## src/rtl/mdu_pkg.sv

```systemverilog
// mdu_pkg: shared definitions for the iterative RV32M multiply/divide unit.
//   - funct3 operation encodings (F3_MUL .. F3_REMU)
//   - FSM state enum (IDLE / CALC / DONE)
//   - default widths and the division special-case constants
package mdu_pkg;

  localparam int XLEN_DEFAULT = 32;
  localparam int ITER_DEFAULT = 32;

  localparam logic [2:0] F3_MUL    = 3'b000;
  localparam logic [2:0] F3_MULH   = 3'b001;
  localparam logic [2:0] F3_MULHSU = 3'b010;
  localparam logic [2:0] F3_MULHU  = 3'b011;
  localparam logic [2:0] F3_DIV    = 3'b100;
  localparam logic [2:0] F3_DIVU   = 3'b101;
  localparam logic [2:0] F3_REM    = 3'b110;
  localparam logic [2:0] F3_REMU   = 3'b111;

  localparam logic [31:0] DIV0_Q  = 32'hFFFF_FFFF;
  localparam logic [31:0] INT_MIN = 32'h8000_0000;

  typedef enum logic [1:0] {
    IDLE = 2'd0,
    CALC = 2'd1,
    DONE = 2'd2
  } state_t;

endpackage

```

## src/rtl/mdu_divstep.sv

```systemverilog
// mdu_divstep: one combinational restoring-division step.
//   rem      in   current partial remainder (always < divisor)
//   dbit     in   next dividend bit shifted in at the bottom
//   divisor  in   divisor magnitude
//   rem_next out  partial remainder after this step
//   qbit     out  quotient bit produced by this step
module mdu_divstep #(
  parameter int XLEN = 32
) (
  input  logic [XLEN-1:0] rem,
  input  logic            dbit,
  input  logic [XLEN-1:0] divisor,
  output logic [XLEN-1:0] rem_next,
  output logic            qbit
);

  // The shifted remainder needs one extra bit: it can reach 2*divisor-1.
  logic [XLEN:0] shifted;
  logic [XLEN:0] diff;

  assign shifted  = {rem, dbit};
  assign diff     = shifted - {1'b0, divisor};
  assign qbit     = (shifted >= {1'b0, divisor});
  // Whichever branch is taken, the value is below the divisor and fits XLEN.
  assign rem_next = qbit ? diff[XLEN-1:0] : shifted[XLEN-1:0];

endmodule

```

## src/rtl/mdu.sv

```systemverilog
// mdu: iterative RV32M multiply/divide unit feeding the register file port.
//   clk, rstn         clock (rising edge), synchronous active-low reset
//   start, kill       request (sampled in IDLE) and synchronous abort
//   funct3            operation select (MUL..REMU)
//   src0, src1        rs1 / rs2 operands
//   rd_in             destination register index
//   busy              high while an operation is accepted and not finished
//   done, we          one-cycle completion strobe / register file write enable
//   wa, wd            write-back address and result (wd holds between ops)
module mdu
  import mdu_pkg::*;
#(
  parameter int XLEN = XLEN_DEFAULT,
  parameter int ITER = ITER_DEFAULT
) (
  input  logic            clk,
  input  logic            rstn,
  input  logic            start,
  input  logic            kill,
  input  logic [2:0]      funct3,
  input  logic [XLEN-1:0] src0,
  input  logic [XLEN-1:0] src1,
  input  logic [4:0]      rd_in,
  output logic            busy,
  output logic            done,
  output logic            we,
  output logic [4:0]      wa,
  output logic [XLEN-1:0] wd
);

  localparam int CW = $clog2(ITER);

  state_t              state, state_next;
  logic [CW-1:0]       cnt;
  logic [2:0]          f3;
  logic                neg;
  logic [XLEN-1:0]     opb;
  // Shared accumulator: {hi, lo} is the product for multiply and
  // {remainder, dividend-shifting-into-quotient} for divide.
  logic [2*XLEN-1:0]   acc;

  // ---------------- operand decode at accept ----------------
  logic            accept, s0_signed, s1_signed, a_neg, b_neg, neg_in;
  logic [XLEN-1:0] a_mag, b_mag;
  logic            div_zero, div_ovf, special;
  logic [XLEN-1:0] special_res;

  assign accept    = (state == IDLE) && start && !kill;
  assign s0_signed = funct3[2] ? ~funct3[0] : (funct3 != F3_MULHU);
  assign s1_signed = funct3[2] ? ~funct3[0] : ~funct3[1];
  assign a_neg     = s0_signed & src0[XLEN-1];
  assign b_neg     = s1_signed & src1[XLEN-1];
  assign a_mag     = a_neg ? -src0 : src0;
  assign b_mag     = b_neg ? -src1 : src1;
  // The remainder follows the dividend's sign; everything else the XOR.
  assign neg_in    = (funct3[2] && funct3[1]) ? a_neg : (a_neg ^ b_neg);

  assign div_zero    = funct3[2] && (src1 == '0);
  assign div_ovf     = ((funct3 == F3_DIV) || (funct3 == F3_REM)) &&
                       (src0 == INT_MIN) && (src1 == '1);
  assign special     = div_zero || div_ovf;
  assign special_res = div_zero ? (funct3[1] ? src0 : DIV0_Q)
                                : (funct3[1] ? '0   : INT_MIN);

  // ---------------- one iteration per CALC cycle ----------------
  logic [XLEN:0]     mul_sum;
  logic [2*XLEN-1:0] mul_next, div_next, acc_next, prod;
  logic [XLEN-1:0]   rem_next, div_sel, mul_res, div_res, result;
  logic              qbit, last;

  assign mul_sum  = {1'b0, acc[2*XLEN-1:XLEN]} + (acc[0] ? {1'b0, opb} : '0);
  assign mul_next = {mul_sum, acc[XLEN-1:1]};

  mdu_divstep #(.XLEN(XLEN)) u_divstep (
    .rem      (acc[2*XLEN-1:XLEN]),
    .dbit     (acc[XLEN-1]),
    .divisor  (opb),
    .rem_next (rem_next),
    .qbit     (qbit)
  );

  assign div_next = {rem_next, acc[XLEN-2:0], qbit};
  assign acc_next = f3[2] ? div_next : mul_next;
  assign last     = (cnt == CW'(ITER - 1));

  // Final sign fix-up is folded into the last iteration so the result is
  // registered on the edge that enters DONE.
  assign prod    = neg ? -acc_next : acc_next;
  assign mul_res = (f3 == F3_MUL) ? prod[XLEN-1:0] : prod[2*XLEN-1:XLEN];
  assign div_sel = f3[1] ? acc_next[2*XLEN-1:XLEN] : acc_next[XLEN-1:0];
  assign div_res = neg ? -div_sel : div_sel;
  assign result  = f3[2] ? div_res : mul_res;

  // ---------------- FSM ----------------
  // NOTE: every signal written in always_comb gets a default first so no
  // path leaves it unassigned, which would otherwise infer a latch.
  always_comb begin
    state_next = state;
    case (state)
      IDLE:    if (accept) state_next = special ? DONE : CALC;
      CALC:    if (kill) state_next = IDLE;
               else if (last) state_next = DONE;
      DONE:    state_next = IDLE;
      default: state_next = IDLE;
    endcase
  end

  // NOTE: sequential state uses non-blocking assignments so every register
  // samples pre-edge values regardless of statement order.
  always_ff @(posedge clk) begin
    if (!rstn) state <= IDLE;
    else       state <= state_next;
  end

  // NOTE: all datapath registers are reset too, so an aborted operation
  // leaves no stale operands or result visible after reset.
  always_ff @(posedge clk) begin
    if (!rstn) begin
      cnt <= '0;
      f3  <= '0;
      neg <= 1'b0;
      opb <= '0;
      acc <= '0;
      wa  <= '0;
      wd  <= '0;
    end else begin
      case (state)
        IDLE: if (accept) begin
          f3  <= funct3;
          wa  <= rd_in;
          neg <= neg_in;
          cnt <= '0;
          opb <= funct3[2] ? b_mag : a_mag;
          acc <= {{XLEN{1'b0}}, (funct3[2] ? a_mag : b_mag)};
          if (special) wd <= special_res;
        end
        CALC: if (!kill) begin
          acc <= acc_next;
          cnt <= cnt + 1'b1;
          if (last) wd <= result;
        end
        default: ;
      endcase
    end
  end

  // A kill (or reset) during DONE cancels the write in that same cycle.
  assign busy = (state != IDLE);
  assign done = (state == DONE) && !kill && rstn;
  assign we   = done;

endmodule

```

## config.mk

```make
export PLATFORM = sky130hd
export DESIGN_NAME = mdu
export DESIGN_NICKNAME = d
export VERILOG_FILES = /design/src/rtl/mdu_pkg.sv /design/src/rtl/mdu_divstep.sv /design/src/rtl/mdu.sv
export SDC_FILE = /design/constraint.sdc
export NUM_CORES = 1
export LEC_CHECK = 0
export CAP_MARGIN = 20
export CELL_PAD_IN_SITES_DETAIL_PLACEMENT = 1
export CELL_PAD_IN_SITES_GLOBAL_PLACEMENT = 1
export CORE_ASPECT_RATIO = 1.1
export CORE_MARGIN = 8
export CORE_UTILIZATION = 40
export DETAILED_ROUTE_END_ITERATION = 10
export PLACE_DENSITY = 0.73
export SYNTH_ARGS = -nofsm -noshare
export SYNTH_HDL_FRONTEND = slang
export SYNTH_SLANG_ARGS = --single-unit
```

## constraint.sdc

```tcl
create_clock -name clk -period 16.9 [get_ports clk]
set_clock_uncertainty 0.2 [all_clocks]
set_input_delay 3.38 -clock clk [delete_from_list [all_inputs] [get_ports clk]]
set_output_delay 3.38 -clock clk [all_outputs]
set_load 0.03 [all_outputs]
```

==> results.json <==
{
  "syn_avg_cell_area_um2": 6.82,
  "n_antenna_cell": 0,
  "fmaxAchievable_ghz": 0.108,
  "grt_first_pass_wirelength_mm": 139,
  "timing.setup.critical_path_class": "in -> out",
  "power_uw": 1460,
  "max_cap_violations": 0,
  "post_drt_via_cell_ratio": 6.77,
  "final_core_utilization_pct": 45.2,
  "placed_area_um2": 19000,
  "timing.hold.worst.start": "wa[0]",
  "reg2regPathDepth": 22,
  "fin_area_um2": 19600,
  "drc": 0,
  "hold_path_end": "wa[0]",
  "worst_ep_arrival_time_ps": 5690,
  "layout_common_cells": "286 x nand2_1, 274 x nor2_1, 228 x a21oi_1",
  "maximum_number_of_pins_on_one_net_before_global_route_repair": 91,
  "slew_headroom_pct": 21.3,
  "layout_min_cycle_time_ps": 9270,
  "rr_startpoint": "opb[28]",
  "leakage_uw": 0.00723,
  "drt-total-wl_mm": 94.0,
  "post_route_cells_drive_above_1_share_pct": 6.70,
  "max_slew.worst_pin.slew_ps": 1150,
  "globalRouteTotalUtil_pct": 35.4,
  "portBuffers": 115,
  "timing.critical_path.fanout_max": 34,
  "p_per_area_nw_per_um2": 74.7,
  "layoutNonFillerInstCount": 3143,
  "place_hpwl_mm": 73.1,
  "chip_height_um": 236,
  "grt_setup_unrepaired": "no",
  "num_vias": 21300,
  "synth-edff-count": 0,
  "crit_path_start_kind": "input port",
  "grt_antenna_before_repair": 5,
  "nets": 2705,
  "regToRegSetupSlack_ps": 9260,
  "cts-resized-gates": 0,
  "synth.net_count": 2721,
  "yosysWarningCount": 0,
  "holdCritPathClass": "reg -> reg",
  "core.rowCount": 80,
  "cts_htree_levels": 4,
  "top_level_pins": 116,
  "netlist_area_um2": 17500,
  "finalSetupTns_ps": 0,
  "ys_seq_elements": 144,
  "routed_wire_length_per_instance_um": 29.9,
  "finalSetupViolations": 0,
  "post_cts_buffers": 0,
  "ctsHoldBuffers": 0,
  "layout.cells.most_common": "nand2_1",
  "status": "finished, final reports clean",
  "dr.first_iter.drc_count": 2294,
  "final_hold_viol_count": 0,
  "worst_ep_required_time_ps": 13320,
  "grt_overflow_total": 0,
  "worst_ir_drop_vdd_uv": 78.3,
  "clock_tree_buffer_depth": 2,
  "share_of_the_yosys_chip_area_belonging_to_registers_pct": 16.4,
  "timing.hold.worst_path_depth": 2,
  "dr.pass1.iters": 9,
  "gpl.final_weighted_congestion": 0.965,
  "synth-main-ff-cell": "dfxtp_1",
  "timing.final.max_slew_violations": 0,
  "root_buffer": "clkbuf_16",
  "worst_setup_hold_path_clk_slew_ps": 70,
  "worstReg2RegEnd": "wd[10]",
  "first_global_vias": 20900,
  "post_synthesis_async_set_or_reset_flop_share_pct": 0,
  "syn_inst": 2572,
  "detail-route-antenna-nets": 0,
  "place_inst": 3109,
  "worst_setup_path_end_kind": "primary output",
  "synthDistinctLibCells": 109,
  "tritoncts": "yes",
  "syn2layout_area_growth_pct": 11.6,
  "clock_insertion_delay_worst_skew_ps": 480,
  "tritoncts.num_buffers": 17,
  "final_min_period_over_clock_period_pct": 54.9,
  "initial_utilization_pct": 40.5,
  "core_um2": 43300,
  "number_of_clock_sinks": 144,
  "die_width_um": 216,
  "die_area_um2": 50800
}
flip-flops by register name, summed over array words and instances, names as in the netlist:
name / count
acc: 64
cnt: 5
wa: 5
state: 2
neg: 1
opb: 32
wd: 32
f3: 3
cell families after synthesis:
family	synth area share [%]
and+or+nand+nor	27.1
AOI/OAI and AO/OA	33.6
buffers and inverters	6.28
DFF	16.4
xor gates and xnor gates	6.69
muxes	4.55
adders and majority gates	5.29
metrics by stage:
stage          worst slack [ps]  hold WS [ps]
3_3_place_gp               7700           244
3_5_place_dp               7680           255
2_1_floorplan              8000           236
6_report                   7630           262
4_1_cts                    7650           266
5_1_grt                    7540           289
cells in the mapped netlist (55+ instances only):
master | n | area share [%]
and2_1 | 57 | 2.0
nand2_1 | 286 | 6.1
inv_1 | 75 | 1.6
mux2i_1 | 55 | 3.1
nor3_1 | 92 | 2.6
xor2_1 | 60 | 3.0
xnor2_1 | 74 | 3.7
ha_1 | 71 | 5.1
o211ai_1 | 79 | 3.4
o21ai_0 | 191 | 5.4
clkbuf_1 | 144 | 3.1
nor2_1 | 278 | 5.9
dfxtp_1 | 144 | 16
a21oi_1 | 228 | 6.5
metal layers:
metal  routed length, um  vias up  GRT usage (%)
met4                5930        2           20.7
met2               42200     1081           56.2
met5                  11        -              0
met3                7440      244           6.08
met1               38500    10500           44.6
li1                    -     9463              -
worst max-delay path, cell delays in order:
cell and delay, ps:
clkdlybuf4s50_1 450, buf_4 380, inv_4 260, nor4b_1 440, clkdlybuf4s50_1 760
how the worst max path moves through the flow:
| stage | startpoint | endpoint | slack, ps | depth (start not counted) |
|---|---|---|---|---|
| floorplan | rstn | we | 8000 | 5 |
| global route | rstn | done | 7540 | 5 |
| finish | rstn | we | 7630 | 5 |
| global placement | rstn | we | 7700 | 5 |
| CTS | rstn | we | 7650 | 5 |
| detailed placement | rstn | we | 7680 | 5 |
where the power goes:
group          switching (uW)  internal, uW
sequential               35.7           358
clock                     196           201
combinational             460           210
cell type report:
type / count / area (um2)
inverter: 78 / 295
sequential: 144 / 2890
clock inverter: 14 / 119
clock buffer: 18 / 450
tap: 574 / 718
timing repair buffer: 158 / 1490
multi-input combinational: 2157 / 13600
fill: 5538 / 23800
Note: power is estimated with default switching activity, not from simulation.
